===== src/rtl/snd_cmd_pkg.sv =====
// Shared definitions for the sound command queue: FSM state encoding and
// default timing constants.
package snd_cmd_pkg;

  localparam int unsigned DEFAULT_DEPTH_LOG2     = 32'd4;
  localparam logic [19:0] DEFAULT_GAP_CYCLES     = 20'd50000;
  localparam logic [23:0] DEFAULT_TIMEOUT_CYCLES = 24'd5000000;

  localparam logic [1:0] IDLE     = 2'd0;
  localparam logic [1:0] WAIT_ACK = 2'd1;
  localparam logic [1:0] GAP      = 2'd2;

  typedef enum logic [1:0] {
    ST_IDLE     = IDLE,
    ST_WAIT_ACK = WAIT_ACK,
    ST_GAP      = GAP
  } state_t;

endpackage


===== src/rtl/snd_cmd_queue_if.sv =====
// Command-queue bus: UART-side push handshake plus the sound CPU latch/IRQ
// side. The queue is the slave; the UART/CPU glue (or a bench) is the master.
interface snd_cmd_queue_if
  import snd_cmd_pkg::*;
#(
  parameter int DEPTH_LOG2 = DEFAULT_DEPTH_LOG2
);

  logic [7:0]          cmd_data;
  logic                cmd_valid;
  logic                cmd_ready;
  logic                clear_irq;
  logic                flush;
  logic [7:0]          sound_latch;
  logic                irq;
  logic [DEPTH_LOG2:0] level;
  logic                overflow;
  logic                timeout;

  modport master (
    output cmd_data, cmd_valid, clear_irq, flush,
    input  cmd_ready, sound_latch, irq, level, overflow, timeout
  );

  modport slave (
    input  cmd_data, cmd_valid, clear_irq, flush,
    output cmd_ready, sound_latch, irq, level, overflow, timeout
  );

endinterface


===== src/rtl/snd_cmd_fifo.sv =====
// Single-clock byte FIFO with registered pointers and occupancy, a flush that
// empties it in one cycle, and a combinational read of the head entry.
module snd_cmd_fifo
  import snd_cmd_pkg::*;
#(
  parameter int DEPTH_LOG2 = DEFAULT_DEPTH_LOG2
) (
  input  logic                clk,
  input  logic                rst,
  input  logic                flush,
  input  logic                push,
  input  logic                pop,
  input  logic [7:0]          wdata,
  output logic [7:0]          rdata,
  output logic [DEPTH_LOG2:0] level,
  output logic                full,
  output logic                empty
);

  localparam int                  DEPTH     = 32'd1 << DEPTH_LOG2;
  localparam logic [DEPTH_LOG2:0] DEPTH_CNT = {1'b1, {DEPTH_LOG2{1'b0}}};
  localparam logic [DEPTH_LOG2-1:0] PTR_ONE = DEPTH_LOG2'(1'b1);
  localparam logic [DEPTH_LOG2:0]   CNT_ONE = (DEPTH_LOG2 + 1)'(1'b1);

  logic [7:0]            mem_r [DEPTH];
  logic [DEPTH_LOG2-1:0] wr_ptr_r;
  logic [DEPTH_LOG2-1:0] rd_ptr_r;
  logic [DEPTH_LOG2:0]   count_r;
  logic                  do_push_s;
  logic                  do_pop_s;

  assign full      = (count_r == DEPTH_CNT);
  assign empty     = (count_r == '0);
  assign level     = count_r;
  assign rdata     = mem_r[rd_ptr_r];
  // Flush wins over both ports so a same-cycle push is discarded.
  assign do_push_s = push & ~full & ~flush;
  assign do_pop_s  = pop & ~empty & ~flush;

  // Storage array write port.
  always_ff @(posedge clk) begin
    if (do_push_s) begin
      mem_r[wr_ptr_r] <= wdata;
    end
  end

  // Pointer and occupancy bookkeeping.
  always_ff @(posedge clk) begin
    if (rst || flush) begin
      wr_ptr_r <= '0;
      rd_ptr_r <= '0;
      count_r  <= '0;
    end else begin
      if (do_push_s) begin
        wr_ptr_r <= wr_ptr_r + PTR_ONE;
      end
      if (do_pop_s) begin
        rd_ptr_r <= rd_ptr_r + PTR_ONE;
      end
      case ({do_push_s, do_pop_s})
        2'b10:   count_r <= count_r + CNT_ONE;
        2'b01:   count_r <= count_r - CNT_ONE;
        default: count_r <= count_r;
      endcase
    end
  end

endmodule


===== src/rtl/snd_cmd_queue.sv =====
// Sound command queue: buffers UART command bytes and hands them to the sound
// CPU one at a time via latch + IRQ, with acknowledge and inter-command gap.
// Optional acknowledge watchdog is compiled in with SND_CMD_TIMEOUT_EN.
module snd_cmd_queue
  import snd_cmd_pkg::*;
#(
  parameter int          DEPTH_LOG2     = DEFAULT_DEPTH_LOG2,
  parameter logic [19:0] GAP_CYCLES     = DEFAULT_GAP_CYCLES,
  parameter logic [23:0] TIMEOUT_CYCLES = DEFAULT_TIMEOUT_CYCLES
) (
  input logic            clk,
  input logic            rst,
  snd_cmd_queue_if.slave bus
);

  state_t              state_r;
  state_t              state_nxt_s;
  logic                irq_r;
  logic                irq_nxt_s;
  logic [7:0]          latch_r;
  logic [19:0]         gap_cnt_r;
  logic [19:0]         gap_nxt_s;
  logic                clr_prev_r;
  logic                clr_rise_s;
  logic                overflow_r;
  logic                timeout_r;
  logic                pop_s;
  logic                set_timeout_s;
  logic                tmo_expired_s;
  logic [7:0]          fifo_rdata_s;
  logic [DEPTH_LOG2:0] fifo_level_s;
  logic                fifo_full_s;
  logic                fifo_empty_s;

  snd_cmd_fifo #(
    .DEPTH_LOG2(DEPTH_LOG2)
  ) u_fifo (
    .clk   (clk),
    .rst   (rst),
    .flush (bus.flush),
    .push  (bus.cmd_valid),
    .pop   (pop_s),
    .wdata (bus.cmd_data),
    .rdata (fifo_rdata_s),
    .level (fifo_level_s),
    .full  (fifo_full_s),
    .empty (fifo_empty_s)
  );

  assign clr_rise_s      = bus.clear_irq & ~clr_prev_r;
  assign bus.cmd_ready   = ~fifo_full_s;
  assign bus.level       = fifo_level_s;
  assign bus.sound_latch = latch_r;
  assign bus.irq         = irq_r;
  assign bus.overflow    = overflow_r;
  assign bus.timeout     = timeout_r;

`ifdef SND_CMD_TIMEOUT_EN
  logic [23:0] tmo_cnt_r;

  // Acknowledge watchdog: counts cycles spent in WAIT_ACK, restarts elsewhere.
  always_ff @(posedge clk) begin
    if (rst) begin
      tmo_cnt_r <= 24'd0;
    end else if (bus.flush || (state_r != ST_WAIT_ACK) || clr_rise_s || tmo_expired_s) begin
      tmo_cnt_r <= 24'd0;
    end else begin
      tmo_cnt_r <= tmo_cnt_r + 24'd1;
    end
  end

  assign tmo_expired_s = (state_r == ST_WAIT_ACK) && ((tmo_cnt_r + 24'd1) >= TIMEOUT_CYCLES);
`else
  // No watchdog: the parameter stays referenced so both builds share one interface.
  assign tmo_expired_s = 1'b0 & (TIMEOUT_CYCLES != 24'd0);
`endif

  // Clear-IRQ edge detector; tracks the level in every state.
  always_ff @(posedge clk) begin
    if (rst) begin
      clr_prev_r <= 1'b0;
    end else begin
      clr_prev_r <= bus.clear_irq;
    end
  end

  // Issue / acknowledge / gap sequencing.
  always_comb begin
    state_nxt_s   = state_r;
    irq_nxt_s     = irq_r;
    gap_nxt_s     = gap_cnt_r;
    pop_s         = 1'b0;
    set_timeout_s = 1'b0;
    case (state_r)
      ST_IDLE: begin
        if (!fifo_empty_s && !bus.flush) begin
          pop_s       = 1'b1;
          irq_nxt_s   = 1'b1;
          state_nxt_s = ST_WAIT_ACK;
        end else begin
          state_nxt_s = ST_IDLE;
        end
      end
      ST_WAIT_ACK: begin
        if (clr_rise_s || tmo_expired_s) begin
          irq_nxt_s     = 1'b0;
          set_timeout_s = ~clr_rise_s;
          if (GAP_CYCLES == 20'd0) begin
            state_nxt_s = ST_IDLE;
            gap_nxt_s   = 20'd0;
          end else begin
            state_nxt_s = ST_GAP;
            gap_nxt_s   = GAP_CYCLES - 20'd1;
          end
        end else begin
          state_nxt_s = ST_WAIT_ACK;
        end
      end
      ST_GAP: begin
        if (gap_cnt_r == 20'd0) begin
          state_nxt_s = ST_IDLE;
        end else begin
          gap_nxt_s = gap_cnt_r - 20'd1;
        end
      end
      default: begin
        state_nxt_s = ST_IDLE;
        irq_nxt_s   = 1'b0;
        gap_nxt_s   = 20'd0;
      end
    endcase
  end

  // Control registers; flush aborts the command but keeps the last latched byte.
  always_ff @(posedge clk) begin
    if (rst) begin
      state_r    <= ST_IDLE;
      irq_r      <= 1'b0;
      latch_r    <= 8'h00;
      gap_cnt_r  <= 20'd0;
      overflow_r <= 1'b0;
      timeout_r  <= 1'b0;
    end else if (bus.flush) begin
      state_r    <= ST_IDLE;
      irq_r      <= 1'b0;
      gap_cnt_r  <= 20'd0;
      overflow_r <= 1'b0;
      timeout_r  <= 1'b0;
    end else begin
      state_r    <= state_nxt_s;
      irq_r      <= irq_nxt_s;
      gap_cnt_r  <= gap_nxt_s;
      overflow_r <= overflow_r | (bus.cmd_valid & fifo_full_s);
      timeout_r  <= timeout_r | set_timeout_s;
      if (pop_s) begin
        latch_r <= fifo_rdata_s;
      end
    end
  end

endmodule


===== src/flat_wrapper.sv =====
// flat-port wrapper written by rule: the top's interface ports become plain ports
module snd_cmd_queue_flat import snd_cmd_pkg::*;
#(
  parameter int          DEPTH_LOG2     = DEFAULT_DEPTH_LOG2,
  parameter logic [19:0] GAP_CYCLES     = DEFAULT_GAP_CYCLES,
  parameter logic [23:0] TIMEOUT_CYCLES = DEFAULT_TIMEOUT_CYCLES
)
  (clk, rst, bus_cmd_data, bus_cmd_valid, bus_clear_irq, bus_flush, bus_cmd_ready, bus_sound_latch, bus_irq, bus_level, bus_overflow, bus_timeout);
  snd_cmd_queue_if #(.DEPTH_LOG2(DEPTH_LOG2)) bus_i ();
  input logic clk;
  input logic rst;
  input wire logic [$bits(bus_i.cmd_data)-1:0] bus_cmd_data;
  input wire logic [$bits(bus_i.cmd_valid)-1:0] bus_cmd_valid;
  input wire logic [$bits(bus_i.clear_irq)-1:0] bus_clear_irq;
  input wire logic [$bits(bus_i.flush)-1:0] bus_flush;
  output wire logic [$bits(bus_i.cmd_ready)-1:0] bus_cmd_ready;
  output wire logic [$bits(bus_i.sound_latch)-1:0] bus_sound_latch;
  output wire logic [$bits(bus_i.irq)-1:0] bus_irq;
  output wire logic [$bits(bus_i.level)-1:0] bus_level;
  output wire logic [$bits(bus_i.overflow)-1:0] bus_overflow;
  output wire logic [$bits(bus_i.timeout)-1:0] bus_timeout;
  assign bus_i.cmd_data = bus_cmd_data;
  assign bus_i.cmd_valid = bus_cmd_valid;
  assign bus_i.clear_irq = bus_clear_irq;
  assign bus_i.flush = bus_flush;
  assign bus_cmd_ready = bus_i.cmd_ready;
  assign bus_sound_latch = bus_i.sound_latch;
  assign bus_irq = bus_i.irq;
  assign bus_level = bus_i.level;
  assign bus_overflow = bus_i.overflow;
  assign bus_timeout = bus_i.timeout;
  snd_cmd_queue #(.DEPTH_LOG2(DEPTH_LOG2), .GAP_CYCLES(GAP_CYCLES), .TIMEOUT_CYCLES(TIMEOUT_CYCLES)) u_core (.clk(clk), .rst(rst), .bus(bus_i));
endmodule

===== config.mk =====
export PLATFORM = sky130hd
export DESIGN_NAME = snd_cmd_queue_flat
export DESIGN_NICKNAME = d
export VERILOG_FILES = /design/src/rtl/snd_cmd_pkg.sv /design/src/rtl/snd_cmd_queue_if.sv /design/src/rtl/snd_cmd_fifo.sv /design/src/rtl/snd_cmd_queue.sv /design/src/flat_wrapper.sv
export SDC_FILE = /design/constraint.sdc
export NUM_CORES = 1
export LEC_CHECK = 0
export BUFFER_PORTS_ARGS = -buffer_cell sky130_fd_sc_hd__buf_2
export CAP_MARGIN = 20
export CORE_UTILIZATION = 59
export DETAILED_ROUTE_END_ITERATION = 7
export GPL_TIMING_DRIVEN = 0
export PLACE_DENSITY = 0.77
export SLEW_MARGIN = 25
export SYNTH_ARGS = -nofsm -noshare
export SYNTH_HDL_FRONTEND = slang
export SYNTH_SLANG_ARGS = --single-unit

===== constraint.sdc =====
create_clock -name clk -period 4.1 [get_ports clk]
set_input_delay 0.41 -clock clk [delete_from_list [all_inputs] [get_ports clk]]
set_output_delay 0.41 -clock clk [all_outputs]
set_load 0.005 [all_outputs]

==> results of run 1 <==
## cells by family after synthesis
family          count (synthesis)  share of synthesized area [%]
simple gates                  152                           10.3
other cells                     1                         0.0505
compound gates                110                           9.37
flops                         174                           64.2
fa+ha+maj                      15                           2.63
mux                            40                           9.88
xor+xnor                        8                          0.944
buf+inv                        46                           2.65
## cells in the mapped netlist (8+ instances only)
library cell,instances,area [sq um]
ha_1,14,175
nor2_1,47,176
o21ai_0,22,110
nand3_1,17,85.1
a31oi_1,8,50.1
dfxtp_1,46,921
inv_1,17,63.8
a21oi_1,37,185
nor3_1,10,50.1
clkbuf_1,17,63.8
mux4_2,26,586
mux2i_1,8,80.1
nand2_1,32,120
nor2b_1,10,62.6
a22oi_1,10,75.1
edfxtp_1,128,3840
## layout by cell type (no fill, tap or decap), drive strengths merged, types with 10 or more instances in the layout
cell type	instances
nand3	18
nor2	47
a22oi	10
clkbuf	34
edfxtp	128
mux4	26
inv	22
o21ai	23
nor3	10
buf	39
nor2b	10
ha	14
nand2	32
a21oi	37
dfxtp	46
## flip-flops by register name (all words and copies together) (netlist names)
name and count:
u_core.u_fifo.wr_ptr_r 4, u_core.bus.sound_latch 8, u_core.u_fifo.mem_r 128, u_core.bus.irq 1, u_core.u_fifo.level 5, u_core.clr_prev_r 1, u_core.u_fifo.rd_ptr_r 4, u_core.state_r 2
u_core.gap_cnt_r 20, u_core.bus.overflow 1
## final cells by class
cell class	instances	area (sq um)
Buffer	28	129
Clock buffer	17	425
Clock inverter	15	206
Fill cell	805	3740
Inverter	18	67.6
Multi-Input combinational cell	326	2480
Sequential cell	174	4760
Tap cell	168	210
Timing Repair Buffer	28	140
## power by group through the flow
| stage | clock [mW] | combinational, mW | sequential (mW) |
|---|---|---|---|
| 4_1_cts | 1.74 | 0.110 | 1.90 |
| 3_3_place_gp | 0 | 0.104 | 1.94 |
| 3_5_place_dp | 0 | 0.108 | 1.94 |
| 5_1_grt | 1.81 | 0.120 | 1.90 |
| 2_1_floorplan | 0 | 0.0603 | 1.94 |
| 6_report | 1.73 | 0.110 | 1.90 |
## worst max path at each step
stage                     slack [ps]                           startpoint                                  end  cells past startpoint
after floorplan                 1110  u_core.u_fifo.level[0]$_SDFFE_PP0P_  u_core.u_fifo.level[4]$_SDFFE_PP0P_                     11
after CTS                        550  u_core.u_fifo.level[0]$_SDFFE_PP0P_  u_core.u_fifo.level[4]$_SDFFE_PP0P_                     11
after global placement           670  u_core.u_fifo.level[0]$_SDFFE_PP0P_  u_core.u_fifo.level[4]$_SDFFE_PP0P_                     11
after detailed placement         590  u_core.u_fifo.level[0]$_SDFFE_PP0P_  u_core.u_fifo.level[4]$_SDFFE_PP0P_                     11
after global routing             290  u_core.u_fifo.level[0]$_SDFFE_PP0P_  u_core.u_fifo.level[4]$_SDFFE_PP0P_                     11
final                            570  u_core.u_fifo.level[0]$_SDFFE_PP0P_  u_core.u_fifo.level[4]$_SDFFE_PP0P_                     11
## per-layer routing
metal  track usage [%]  part of all wire [%]
met1              34.2                    41
met2              43.0                    49
met3              7.83                   7.9
met4              10.3                   1.6
met5                 0                     0
## critical path: stages, from the launching register on
cell	delay, ps
dfxtp_1	350
nor4_1	650
a21o_1	210
buf_2	210
clkinv_1	280
ha_1	340
ha_1	330
nor2b_1	150
o21ai_0	200
a21oi_1	120
or4_1	470
a21oi_1	140
==> impl_metrics.csv, run 1 <==
group,metric,value,unit
sta,min_period,3530,ps
min_path,holdPathStages,2,
yosys,async_flop_share,0,%
final_layout,drive_above_1_share,18.2,%
yosys,syn_inst,546,
min_path,worstHoldStart,"bus_clear_irq",
yosys,synth_edf_count,128,
pwr,ir_worst_vdd,0.496,mV
die,start_util,61.0,%
critical_path,crit_path_end_kind,"flop",
critical_path,path_max_fanout,9,
yosys,synth_fp_nets,574,
sta,worst_pin_slew,920,ps
sta,grt_setup_unrepaired,"no",
final_layout,nets,621,
min_path,worst_hold_path.endpoint,"u_core.clr_prev_r$_SDFF_PP0_",
die,num_rows,40,
placed_design,gp_congestion,0.885,
critical_path,critPathArrivalTime,3890,ps
yosys,synthFlopType,"edfxtp_1",
placed_design,io_buffers,28,
yosys,avgSynthCellArea,13.6,sq um
die,ios,30,
placed_design,place_area,7790,sq um
yosys,ys_ff_latch,174,
final_layout,syn2layout_area_growth,13.5,%
sta,finalSetupViolCount,0,
route,drt_pass1_iterations,8,
pwr,seq_power_share,50.9,%
critical_path,r2r-end,"u_core.u_fifo.level[4]$_SDFFE_PP0P_",
clock_network,clk_latency,440,ps
route,drtIter0Drc,586,
die,die_h,114,um
pwr,total_power,3.74,mW
route,routedWlPerCell,20.8,um
sta,setup_tns,0,ps
clock_network,root_buffer,"clkbuf_16",
clock_network,cts_buffers,17,
route,wl,16100,um
critical_path,path_class,"flop to flop",
critical_path,cp-start-kind,"flop",
critical_path,crit_required,4460,ps
clock_network,cts_tree,"built",
yosys,ys_types,53,
global_routing,gr-total-overflow,0,
sta,fin_hold_ws,225,ps
pwr,power_leakage,2.83,nW
sta,slew_viol_final,0,
critical_path,reg2reg_from,"u_core.u_fifo.level[0]$_SDFFE_PP0P_",
sta,relSlewSlack,38.4,%
final_layout,final_cell_area,8420,sq um
pwr,p_sw_share,20.7,%
job,maxCapViolCount,0,
clock_network,cts_buffer_depth,2,
pwr,p_sw,0.774,mW
route,vias,4863,
min_path,worstHoldPathType,"input port to flop",
critical_path,reg2reg_slack,570,ps
global_routing,grt_pass1_vias,4729,
clock_network,cts_hold_buf,0,
global_routing,track_usage,26.6,%
yosys,yosys_warnings,0,
die,fp.coreArea,12200,sq um
clock_network,cts_max_level,4,
yosys,ys_seq_area_share,64.2,%
final_layout,n_antenna_cell,0,
global_routing,grt_max_degree,17,
global_routing,grt_pass1_wl,25000,um
sta,finalHoldViolations,0,
global_routing,antenna_found_initial,0,
placed_design,detailed_place_hpwl,10600,um
die,die_area,13000,sq um
final_layout,final_cells,774,
clock_network,cts_sinks,174,
route,viasPerCell,6.28,
route,drtAntennaViolNets,0,
clock_network,post_cts.repair.setup_buffers,0,
sta,max_freq,0.283,GHz
clock_network,ctsResizeCount,0,
sta,min_period_over_period,86.0,%
outcome,status,"complete, no violations",
pwr,combPwrFrac,2.9,%
yosys,synth.cell_area,7420,sq um
critical_path,reg2reg_depth,11,
placed_design,pre_cts_slack,587,ps
clock_network,path_clk_slew,70,ps
die,die_w,114,um
final_layout,fin_util,69.3,%
sta,finalClockSkew,13.9,ps
placed_design,dp.cells,742,
sta,layout_setup_ws,572,ps
route,drc,0,
pwr,p_per_area,443,nW/um^2
pwr,intPower,2.96,mW
pwr,clkPwrFrac,46.2,%
No activity file was read; power rests on OpenSTA's default activity.
==> inputs of run 2 (changes only) <==
--- a/config.mk
+++ b/config.mk
@@ -9,7 +9,6 @@
 export CAP_MARGIN = 20
 export CORE_UTILIZATION = 59
 export DETAILED_ROUTE_END_ITERATION = 7
-export GPL_TIMING_DRIVEN = 0
 export PLACE_DENSITY = 0.77
 export SLEW_MARGIN = 25
 export SYNTH_ARGS = -nofsm -noshare
==> run 2 against run 1 <==
Against the previous run: total power is 7.6% lower; critical endpoint unchanged; non-clock buffer count is 21 lower; sequential share of layout area is 1.3 points higher; sequential power hardly changed; largest cell class unchanged; cell count is 2.7% lower; clock power is 16% lower; critical path depth stayed put; register-to-register slack better by 30 ps; global-route usage is 1.0 points lower; via count is 3.4% lower; worst hold slack worse by 28 ps; final area is 2.3% lower.
==> impl_metrics.csv, run 2 (synthesized netlist as in run 1, its figures left out) <==
group,metric,value,unit
critical_path,crit_family,"simple AND/OR/NAND/NOR gates",
min_path,worstHoldPathType,"input port to flop",
route,drtIter0Drc,591,
route,routedWlPerCell,20.4,um
sta,slew_viol_final,0,
final_layout,n_antenna_cell,0,
clock_network,cts_hold_buf,0,
sta,fin_hold_ws,197,ps
critical_path,critPathArrivalTime,3860,ps
pwr,ir_worst_vdd,0.361,mV
placed_design,gp_congestion,0.906,
route,wl,15400,um
pwr,p_per_area,419,nW/um^2
clock_network,path_clk_slew,60,ps
sta,finalSetupViolCount,0,
route,vias,4697,
clock_network,cts_tree,"built",
final_layout,regMostFlops,"u_core.u_fifo.mem_r",
die,ios,30,
die,die_h,114,um
die,die_area,13000,sq um
critical_path,cp-start-kind,"flop",
clock_network,root_buffer,"clkbuf_16",
placed_design,detailed_place_hpwl,9870,um
final_layout,final_common_cell,"edfxtp_1",
final_layout,layout_common_cells,"128 x edfxtp_1, 47 x nor2_1, 45 x dfxtp_1",
critical_path,crit_required,4460,ps
route,viasPerCell,6.24,
clock_network,clk_latency,440,ps
placed_design,pre_cts_slack,663,ps
clock_network,cts_max_level,4,
route,drtAntennaViolNets,0,
final_layout,fin_util,67.7,%
global_routing,track_usage,25.6,%
route,drt_pass1_iterations,6,
job,maxCapViolCount,0,
route,drc,0,
pwr,power_leakage,2.73,nW
critical_path,path_max_fanout,18,
critical_path,path_cells,"nor4_1 -> a21o_1 -> buf_4 -> clkinv_1 -> ha_1 -> ha_1 -> nor2b_1 -> o21ai_0 -> a21oi_1 -> or4_1 -> a21oi_1",
clock_network,cts_buffer_depth,2,
sta,min_period,3500,ps
final_layout,drive_above_1_share,17.3,%
clock_network,post_cts.repair.setup_buffers,0,
clock_network,cts_buffers,17,
sta,min_period_over_period,85.3,%
global_routing,gr-total-overflow,0,
outcome,status,"complete, no violations",
final_layout,nets,600,
global_routing,grt_max_degree,36,
critical_path,cp_slowest_cell,"nor4_1",
sta,finalHoldViolations,0,
final_layout,syn2layout_area_growth,10.9,%
sta,worst_pin_slew,1010,ps
sta,grt_setup_unrepaired,"no",
die,die_w,114,um
critical_path,path_class,"flop to flop",
final_layout,largest_register_ffs,128,
global_routing,antenna_found_initial,0,
sta,layout_setup_ws,604,ps
die,start_util,61.0,%
placed_design,io_buffers,28,
sta,finalClockSkew,6.51,ps
sta,max_freq,0.286,GHz
sta,setup_tns,0,ps
die,num_rows,40,
critical_path,crit_path_end_kind,"flop",
clock_network,cts_sinks,174,
global_routing,grt_pass1_wl,23900,um
sta,relSlewSlack,32.6,%
final_layout,n_fill_cell,832,
clock_network,ctsResizeCount,0,
global_routing,grt_pass1_vias,4523,
die,fp.coreArea,12200,sq um
critical_path,path_buf_inv,2,
critical_path,max_stage_delay,640,ps
[run 2: per-stage QoR]
stage / power (mW) / cell area [sq um] / instances
floorplan: 2.00 / 7420 / 546
global placement: 2.04 / 7710 / 721
detailed placement: 2.04 / 7710 / 721
CTS: 3.47 / 8230 / 753
global route: 3.54 / 8230 / 753
finish: 3.45 / 8230 / 753
[run 2: power breakdown]
group	leakage, nW	switching (mW)	internal, mW
registers	1.52	0.00738	1.90
logic	0.948	0.0677	0.0350
clock network	0.257	0.676	0.769
[run 2: final timing paths]
check                                                       startpoint                                endpoint  slack [ps]  depth (start not counted)
worst max-delay path               u_core.u_fifo.level[0]$_SDFFE_PP0P_     u_core.u_fifo.level[4]$_SDFFE_PP0P_         600                         11
worst min-delay path                                     bus_clear_irq            u_core.clr_prev_r$_SDFF_PP0_         200                          2
worst max register to register     u_core.u_fifo.level[0]$_SDFFE_PP0P_     u_core.u_fifo.level[4]$_SDFFE_PP0P_         600                         11
worst min register to register  u_core.bus.sound_latch[0]$_SDFFE_PP0P_  u_core.bus.sound_latch[0]$_SDFFE_PP0P_         460                          2
[run 2: worst reg2reg max path, cell delays in order (launching register included)]
cell	delay, ps
dfxtp_1	350
nor4_1	640
a21o_1	210
buf_4	220
clkinv_1	250
ha_1	320
ha_1	330
nor2b_1	160
o21ai_0	220
a21oi_1	120
or4_1	460
a21oi_1	150
[run 2: final cells by class]
class,count,area (sq um),share of cell area (%)
clock buffers,17,425,5.17
clock inverters,15,96.3,1.17
inverters,18,67.6,0.821
multi-input cells,326,2460,29.9
flip-flops and latches,174,4770,57.9
well taps,168,210,2.55
repair buffers,35,205,2.49
[run 2: routing by layer]
metal | part of all wire [%] | GRT usage [%] | wire, um | vias to the layer above
met3 | 7.1 | 5.56 | 1090 | 38
li1 | - | - | - | 2149
met1 | 41 | 33.6 | 6320 | 2303
met5 | 0 | 0 | 0 | -
met4 | 2.4 | 11.7 | 374 | 0
met2 | 49 | 41.2 | 7580 | 207
==> inputs of run 3 (changes only) <==
--- a/config.mk
+++ b/config.mk
@@ -9,7 +9,7 @@
 export CAP_MARGIN = 20
 export CORE_UTILIZATION = 59
 export DETAILED_ROUTE_END_ITERATION = 7
-export PLACE_DENSITY = 0.77
+export PLACE_DENSITY_LB_ADDON = 0.3
 export SLEW_MARGIN = 25
 export SYNTH_ARGS = -nofsm -noshare
 export SYNTH_HDL_FRONTEND = slang
==> run 3 against run 2 <==
Against the previous run: global-route usage shrank 0.38 points; flip-flop and latch count is the same; register-to-register slack is essentially flat; worst hold slack improved by 41 ps; cell count increased by 0.13%.
==> impl_metrics.csv, run 3 (synthesized netlist as in run 1, its figures left out) <==
group,metric,value,unit
outcome,status,"complete, no violations",
critical_path,path_cells,"nor4_1 -> a21o_1 -> buf_4 -> clkinv_1 -> ha_1 -> ha_1 -> nor2b_1 -> o21ai_0 -> a21oi_1 -> or4_1 -> a21oi_1",
final_layout,drive_above_1_share,18.3,%
die,fp.coreArea,12200,sq um
clock_network,cts_sinks,174,
sta,slew_viol_final,0,
sta,grt_setup_unrepaired,"no",
final_layout,fin_util,68.3,%
clock_network,cts_buffer_depth,2,
sta,min_period_over_period,85.4,%
min_path,worstHoldPathType,"input port to flop",
global_routing,track_usage,25.2,%
critical_path,crit_required,4450,ps
die,die_h,114,um
critical_path,reg2reg_from,"u_core.u_fifo.level[0]$_SDFFE_PP0P_",
final_layout,final_common_cell,"edfxtp_1",
global_routing,grt_pass1_wl,24100,um
clock_network,path_clk_slew,70,ps
min_path,worst_hold_path.endpoint,"u_core.clr_prev_r$_SDFF_PP0_",
job,maxCapViolCount,0,
final_layout,n_antenna_cell,0,
critical_path,path_class,"flop to flop",
critical_path,crit_path_end_kind,"flop",
final_layout,multi_input_area,2460,sq um
critical_path,r2r-end,"u_core.u_fifo.level[4]$_SDFFE_PP0P_",
placed_design,dp.cells,722,
pwr,ir_worst_vdd,0.382,mV
critical_path,reg2reg_depth,11,
final_layout,nets,601,
final_layout,largest_register_ffs,128,
placed_design,io_buffers,28,
route,drtIter0Drc,490,
clock_network,cts_tree,"built",
pwr,p_per_area,432,nW/um^2
die,die_w,114,um
pwr,p_sw_share,23.4,%
route,routedWlPerCell,20.0,um
final_layout,final_cells,754,
final_layout,syn2layout_area_growth,11.8,%
clock_network,ctsResizeCount,0,
final_layout,n_fill_cell,825,
die,die_area,13000,sq um
critical_path,max_stage_delay,660,ps
final_layout,regMostFlops,"u_core.u_fifo.mem_r",
clock_network,cts_hold_buf,0,
critical_path,critPathArrivalTime,3850,ps
critical_path,crit_family,"simple AND/OR/NAND/NOR gates",
die,ios,30,
clock_network,cts_max_level,4,
sta,relSlewSlack,37.4,%
global_routing,grt_pass1_vias,4524,
sta,finalSetupViolCount,0,
critical_path,cp_slowest_cell,"nor4_1",
pwr,clkPwrFrac,44.1,%
pwr,seq_power_share,53.0,%
global_routing,antenna_found_initial,0,
route,vias,4701,
global_routing,gr-total-overflow,0,
sta,worst_pin_slew,936,ps
route,viasPerCell,6.23,
pwr,p_sw,0.840,mW
global_routing,grt_max_degree,36,
critical_path,cp-start-kind,"flop",
pwr,power_leakage,2.76,nW
final_layout,layout_common_cells,"128 x edfxtp_1, 47 x nor2_1, 45 x dfxtp_1",
final_layout,seqCellArea,4770,sq um
route,wl,15100,um
pwr,combPwrFrac,2.9,%
placed_design,detailed_place_hpwl,9730,um
critical_path,path_buf_inv,2,
sta,finalHoldViolations,0,
critical_path,path_max_fanout,18,
min_path,worstHoldStart,"bus_clear_irq",
route,drt_pass1_iterations,4,
pwr,intPower,2.75,mW
clock_network,clk_latency,430,ps
clock_network,root_buffer,"clkbuf_16",
clock_network,cts_buffers,17,
min_path,holdPathStages,2,
clock_network,post_cts.repair.setup_buffers,0,
sta,min_period,3500,ps
sta,setup_tns,0,ps
route,drc,0,
critical_path,reg2reg_slack,600,ps
die,start_util,61.0,%
die,num_rows,40,
route,drtAntennaViolNets,0,
sta,max_freq,0.286,GHz
placed_design,gp_congestion,0.924,
sta,finalClockSkew,12.8,ps
[run 3: cell count changes in the layout (fill, tap and decap cells not counted), moves of 2 or more]
cell / previous run / this run
buf_4: 6 / 8
inv_8: 1 / 3
clkinv_8: 0 / 4
clkinv_1: 6 / 1
clkinv_2: 3 / 0
inv_6: 3 / 5
[run 3: worst max path at each step]
stage / end / from / cells after the start / slack, ps
3_3_place_gp: u_core.u_fifo.level[4]$_SDFFE_PP0P_ / u_core.u_fifo.level[0]$_SDFFE_PP0P_ / 11 / 740
4_1_cts: u_core.u_fifo.level[4]$_SDFFE_PP0P_ / u_core.u_fifo.level[0]$_SDFFE_PP0P_ / 11 / 650
5_1_grt: u_core.u_fifo.level[4]$_SDFFE_PP0P_ / u_core.u_fifo.level[0]$_SDFFE_PP0P_ / 11 / 320
2_1_floorplan: u_core.u_fifo.level[4]$_SDFFE_PP0P_ / u_core.u_fifo.level[0]$_SDFFE_PP0P_ / 11 / 1110
6_report: u_core.u_fifo.level[4]$_SDFFE_PP0P_ / u_core.u_fifo.level[0]$_SDFFE_PP0P_ / 11 / 600
3_5_place_dp: u_core.u_fifo.level[4]$_SDFFE_PP0P_ / u_core.u_fifo.level[0]$_SDFFE_PP0P_ / 11 / 680
[run 3: stage by stage]
stage	setup WS (ps)	total power [mW]	hold slack [ps]	area, sq um
floorplan	1110	2.00	448	7420
global placement	737	2.04	444	7700
detailed placement	676	2.04	458	7700
CTS	645	3.60	218	8300
global route	318	3.68	248	8300
finish	598	3.59	238	8300
[run 3: power groups by stage]
stage          registers (mW)  clock network (mW)  logic (mW)
2_1_floorplan            1.94                   0      0.0603
3_3_place_gp             1.94                   0      0.0962
3_5_place_dp             1.94                   0       0.101
4_1_cts                  1.90                1.60       0.102
5_1_grt                  1.90                1.66       0.112
6_report                 1.90                1.58       0.103
[run 3: worst reg2reg max path, cell delays in order (launching register included)]
cell and delay [ps]:
dfxtp_1 350, nor4_1 660, a21o_1 220, buf_4 220, clkinv_1 260, ha_1 320, ha_1 330, nor2b_1 150
o21ai_0 190, a21oi_1 110, or4_1 470, a21oi_1 150
[run 3: routing by layer]
| layer | global-route usage, % | vias up | routed length, um |
|---|---|---|---|
| met5 | 0 | - | 0 |
| met4 | 9.00 | 0 | 252 |
| met3 | 5.72 | 25 | 1040 |
| met2 | 42.1 | 201 | 7700 |
| met1 | 32.6 | 2328 | 6100 |
| li1 | - | 2147 | - |
[run 3: cell type report]
cell class	count	area share [%]
clock buffer	17	5.13
clock inverter	15	2.02
inverter	18	0.814
multi-input combinational	326	29.7
sequential	174	57.4
tap	168	2.53
timing repair buffer	36	2.41
